### src/rtl/outport_pkg.sv
// Shared constants and helpers for the buffered output port.
// Status-word layout is used only when OUTPORT_STATUS_EN is defined.
package outport_pkg;

  localparam int STAT_OVF     = 15;
  localparam int STAT_FULL    = 14;
  localparam int STAT_EMPTY   = 13;
  localparam int STAT_CNT_LSB = 0;
  localparam int STAT_CNT_W   = 8;

  // Packs the flag bits and the occupancy into the 32-bit status word.
  function automatic logic [31:0] status_word(
    input logic                  ovf,
    input logic                  is_full,
    input logic                  is_empty,
    input logic [STAT_CNT_W-1:0] cnt
  );
    logic [31:0] w;
    w = 32'b0;
    w[STAT_OVF]   = ovf;
    w[STAT_FULL]  = is_full;
    w[STAT_EMPTY] = is_empty;
    w[STAT_CNT_LSB +: STAT_CNT_W] = cnt;
    return w;
  endfunction

endpackage

### src/rtl/outport_fifo_mem.sv
// Storage array for the output FIFO: one synchronous write port and one
// combinational read port, no reset on the contents.
module outport_fifo_mem #(
  parameter int DATA_WIDTH = 32,
  parameter int DEPTH      = 8,
  localparam int AW        = $clog2(DEPTH)
) (
  input  logic                  clk,
  input  logic                  we,
  input  logic [AW-1:0]         wr_addr,
  input  logic [DATA_WIDTH-1:0] wr_data,
  input  logic [AW-1:0]         rd_addr,
  output logic [DATA_WIDTH-1:0] rd_data
);

  logic [DATA_WIDTH-1:0] mem [DEPTH];

  always_ff @(posedge clk) begin
    if (we) begin
      mem[wr_addr] <= wr_data;
    end
  end

  // Combinational read gives first-word fall-through at the FIFO head.
  assign rd_data = mem[rd_addr];

endmodule

### src/rtl/outport_buffer.sv
// Buffered output port: FIFO of bus writes drained over valid/ready, plus the
// legacy last-written register. Optional status word under OUTPORT_STATUS_EN.
module outport_buffer
  import outport_pkg::*;
#(
  parameter int DATA_WIDTH = 32,
  parameter int DEPTH      = 8,
  localparam int CW        = $clog2(DEPTH + 1)
) (
  input  logic                  clk,
  input  logic                  clear_n,
  input  logic                  outport_enable,
  input  logic [DATA_WIDTH-1:0] bus_Data,
  output logic [DATA_WIDTH-1:0] outport_Data,
  output logic [DATA_WIDTH-1:0] out_data,
  output logic                  out_valid,
  input  logic                  out_ready,
  output logic                  full,
  output logic                  empty,
  output logic [CW-1:0]         count,
  output logic                  overflow,
  input  logic                  overflow_clr
`ifdef OUTPORT_STATUS_EN
  ,
  input  logic                  status_select,
  output logic [31:0]           status_Data
`endif
);

  localparam int AW = $clog2(DEPTH);

  logic [AW-1:0] wr_ptr;
  logic [AW-1:0] rd_ptr;
  logic          pop;
  logic          push;
  logic          drop;

  // Handshake: a word transfers on a clock edge where out_valid and out_ready
  // are both high; out_valid never waits on out_ready, and out_ready may be
  // raised or dropped freely, including while out_valid is low.
  assign out_valid = (count != '0);
  assign empty     = (count == '0);
  assign full      = (count == CW'(DEPTH));

  assign pop  = out_valid & out_ready;
  // A full FIFO still takes a write when the head leaves in the same cycle.
  assign push = outport_enable & (~full | pop);
  assign drop = outport_enable & full & ~pop;

  always_ff @(posedge clk or negedge clear_n) begin
    if (!clear_n) begin
      wr_ptr <= '0;
      rd_ptr <= '0;
      count  <= '0;
    end else begin
      if (push) begin
        wr_ptr <= wr_ptr + AW'(1);
      end
      if (pop) begin
        rd_ptr <= rd_ptr + AW'(1);
      end
      case ({push, pop})
        2'b10:   count <= count + CW'(1);
        2'b01:   count <= count - CW'(1);
        default: count <= count;
      endcase
    end
  end

  // A dropped write sets the sticky flag even if software clears it that cycle.
  always_ff @(posedge clk or negedge clear_n) begin
    if (!clear_n) begin
      overflow <= 1'b0;
    end else if (drop) begin
      overflow <= 1'b1;
    end else if (overflow_clr) begin
      overflow <= 1'b0;
    end
  end

  // Legacy view tracks every write attempt, accepted or not.
  always_ff @(posedge clk or negedge clear_n) begin
    if (!clear_n) begin
      outport_Data <= '0;
    end else if (outport_enable) begin
      outport_Data <= bus_Data;
    end
  end

  outport_fifo_mem #(
    .DATA_WIDTH (DATA_WIDTH),
    .DEPTH      (DEPTH)
  ) u_mem (
    .clk     (clk),
    .we      (push),
    .wr_addr (wr_ptr),
    .wr_data (bus_Data),
    .rd_addr (rd_ptr),
    .rd_data (out_data)
  );

`ifdef OUTPORT_STATUS_EN
  // Zero when unselected so the word can be OR-ed onto the bus mux.
  assign status_Data = status_select
                     ? status_word(overflow, full, empty, STAT_CNT_W'(count))
                     : 32'b0;
`endif

endmodule

### config.mk
export PLATFORM = sky130hd
export DESIGN_NAME = outport_buffer
export DESIGN_NICKNAME = d
export VERILOG_FILES = /design/src/rtl/outport_pkg.sv /design/src/rtl/outport_fifo_mem.sv /design/src/rtl/outport_buffer.sv
export SDC_FILE = /design/constraint.sdc
export NUM_CORES = 1
export LEC_CHECK = 0
export ABC_AREA = 1
export BUFFER_PORTS_ARGS = -buffer_cell sky130_fd_sc_hd__buf_4
export CAP_MARGIN = 20
export CORE_ASPECT_RATIO = 0.8
export CORE_MARGIN = 5
export CORE_UTILIZATION = 25
export DETAILED_ROUTE_END_ITERATION = 8
export PLACE_DENSITY = 0.38
export REMOVE_ABC_BUFFERS = 1
export SLEW_MARGIN = 40
export SYNTH_ARGS = -nofsm -noshare
export SYNTH_HDL_FRONTEND = slang
export SYNTH_SLANG_ARGS = --single-unit
export TNS_END_PERCENT = 1
### constraint.sdc
create_clock -name clk -period 4.2 [get_ports clk]
set_clock_uncertainty 0.05 [all_clocks]
set_input_delay 0.63 -clock clk [delete_from_list [all_inputs] [get_ports clk]]
set_output_delay 0.63 -clock clk [all_outputs]
set_load 0.1 [all_outputs]
==> reports/summary.md <==
The repair_antennas step left the layout with diodes totalling 0. The total global routing track utilization is 0.1144. The run gives 500 ps as the insertion delay of the later-clocked pin in the worst-skew pair. Counting flops and latches in the post-synthesis netlist gives 299. The final core utilization was 0.3091; the floorplan die height was 204.3 µm.

Setup repair after global routing left no endpoint under its margin. The flow ran to the end, and the final reports show no timing, DRC or antenna violations. The async set-reset flop share out of synthesis is 0.1438.

In the synthesized netlist the dominant register cell turns out to be edfxtp_1. The run gives 0 as the initial antenna violation count. The count of endpoints failing setup in the final report is 0, and the core area is 46820 µm².

TritonCTS built the clock tree. The number of synthesized flops with an enable pin is 256. The tree is rooted in a clkbuf_16. The slowest stage of the critical path is the dfrtp_4 cell. The clock transition at the registers of the reported paths came out at 60 ps. After detailed routing, the number of remaining DRC violations is 0. The clock tree synthesis step divided the H-tree into 2 levels. The count of buffers added on input and output ports is 108. The path type of the worst min-delay path was input port to asynchronous set/reset pin.

At the pin with the least slew margin, the transition time is 779.3 ps. The logs give 130 for the largest net degree at the start of global routing and 45530 µm for the wire length of the first global-routing pass. The tools report the relative slew slack as 0.4805.

Across the run, the number of max-cap violations was 0. The weighted congestion reported at the end of routability-driven placement was 0.6801. After filler insertion, the fill cell instance count of the layout stands at 4675. Yosys printed 0 warnings. The cell area after synthesis came out at 11800 µm². The number of different library cells used by synthesis comes to 30.

The tools report the data arrival at the endpoint of the critical path as 2590 ps. The number of nets at the end of the flow is 1024. The fraction of final layout cells with drive strength greater than 1 was 0.2185.

Final-report max-slew violation count: 0. In this run the count of I/O pins placed on the die edge is 109. For this run, the slowest stage of the critical path takes 490 ps. For this block, the initial DRC count from the detailed router was 335. The setup check on the worst reg-to-reg path leaves a slack of 1490 ps.

The tools report the total CTS buffers as 35. The estimated wirelength of the detail-placed design came out at 16180 µm. The routed design could run at a clock period as short as 3271 ps. The critical path launch point type is a register. Beginning of the critical path: rd_ptr[0]$_DFFE_PN0N_. The detail route stage leaves a number of antenna-violating nets equal to 0.

The number of global-route vias before repair came out at 6982. The logs give 0.7425 for the portion of the post-synthesis area used by sequential elements and 305.8 MHz for the top achievable clock speed. Dividing the detail-routed via count by the number of cells gives 4.300.

The routed layout has 6996 vias. The critical path is of the register to output port type. The first detailed-routing pass took 4 iterations.

A synthesized cell averages 13.58 µm². In this run the core area contains 71 standard-cell rows. The final cycle utilization of the critical path is 0.7787, and the hold buffer count at CTS is 0. The post-detailed-route wirelength per cell came out at 18.30 µm. The logs give 0.2521 for the starting density of the core and 869 for the gate count after technology mapping.

The sink count of the clock tree is 299. The maximum fanout along the worst path works out to 31. The count of final hold-check violations came out at 0. The worst setup path is captured at an output port.

The post-CTS setup buffer count was 0. Remaining global-route overflow: 0. Gates resized during post-CTS repair numbered 0.

In this run the critical register-to-register path is launched from count[1]$_DFFE_PN0P_. From synthesis to final layout, the design area changed by 22.62%. For this block, the routed nets add up to 29780 µm of wire.

The die covers 51680 µm². The tools report the maximum count of clock buffers along a single path as 3. STA puts the critical path data required time at 3520 ps.

The signal on the critical path passes through clkinv_2 > buf_4 > o21ai_0 > o21ai_1 > nand2_1 > nand2_1 > buf_4. The die is 252.9 µm wide.
[placed cells by master, fill, tap and decap left out, types with 5 or more instances in the layout]
cell type  netlist  routed
nor2_1         137     133
nand3_1          7       7
buf_4            4     119
mux2_2          33      33
mux2i_1         32      32
clkbuf_16        0      37
o22ai_1         32      32
buf_12           2       5
nand2_1        113     113
o21ai_0        107     107
o21ai_1         23      23
edfxtp_1       256     256
clkinv_2         0       5
clkbuf_1        18      10
inv_1           15      15
dfrtp_1         43      40
[cells by family (layout without fill, tap and decap cells)]
kind of cell,after synthesis,count (layout),share of synthesized area
DFF,299,299,0.7425
and+or+nand+nor,263,263,0.08534
AOI/OAI and AO/OA,166,166,0.07399
buffers and inverters,66,204,0.02989
muxes,65,65,0.05862
adders and majority gates,5,5,0.005937
xor gates and xnor gates,5,5,0.003710
[routing by layer]
metal  share of wire  track usage  vias to the layer above  wire length [µm]
met5               0            0                        -                 0
met4           0.017      0.02795                        0               512
met3           0.046      0.02379                       42              1379
met2            0.42       0.1660                      134             12450
met1            0.52       0.1746                     3447             15430
li1                -            -                     3373                 -
[sequential cells by signal (all words and copies together) (netlist names)]
| name | cells |
|---|---|
| outport_Data | 32 |
| count | 4 |
| wr_ptr | 3 |
| u_mem.mem | 256 |
| rd_ptr | 3 |
| overflow | 1 |
[worst max-delay path, delay by kind of cell, from the launching register on]
family	cells	cell delay, ps
AO/OA/AOI/OAI	2	230
AND/OR/NAND/NOR	2	260
flip-flops	1	490
buffers and inverters	3	1100
[through the flow]
step / instances / hold WS, ps / setup TNS, ps / instance area (µm²) / setup slack (ps)
CTS: 1627 / 134.6 / 0 / 14470 / 856.2
detailed placement: 1565 / 447.1 / 0 / 13350 / 1372
floorplan: 820 / 284.4 / -110190 / 11510 / -1256
global placement: 1565 / 441.0 / 0 / 13350 / 1374
global route: 1627 / 58.95 / 0 / 14470 / 693.6
finish: 1627 / 26.38 / 0 / 14470 / 929.5
[synth_stat cells, drive strengths merged, types with 3 or more instances]
library cell | n | area (µm²)
mux2 | 33 | 371.6
nand2 | 114 | 430.4
nor2 | 137 | 514.2
o22ai | 32 | 200.2
inv | 16 | 60.05
ha | 4 | 50.05
a21oi | 3 | 15.01
nand3 | 7 | 35.03
buf | 26 | 196.4
edfxtp | 256 | 7687
xor2 | 4 | 35.03
o21ai | 130 | 650.6
clkbuf | 23 | 92.58
nor3 | 4 | 20.02
dfrtp | 43 | 1076
mux2i | 32 | 320.3
[final timing paths]
path,endpoint,cells past startpoint
max,out_data[1],7
min,outport_Data[2]$_DFFE_PN0P_,1
max reg2reg,u_mem.mem[0][8]$_DFFE_PP_,7
min reg2reg,outport_Data[14]$_DFFE_PN0P_,1
max in group asynchronous,rd_ptr[1]$_DFFE_PN0N_,1
min in group clk,overflow$_DFFE_PN0P_,2
[cell type report]
| cell class | instances | area (µm²) | share of cell area |
|---|---|---|---|
| well taps | 620 | 775.7 | 0.05360 |
| clock buffers | 50 | 1005 | 0.06942 |
| multi-input cells | 504 | 2736 | 0.1891 |
| clock inverters | 12 | 111.4 | 0.007694 |
| inverters | 17 | 67.56 | 0.004668 |
| repair buffers | 125 | 1005 | 0.06942 |
| flip-flops and latches | 299 | 8772 | 0.6061 |
Power is left out: the tool's default activity adds up to more than one toggle a clock period on the data nets, which glitch-free logic cannot reach.
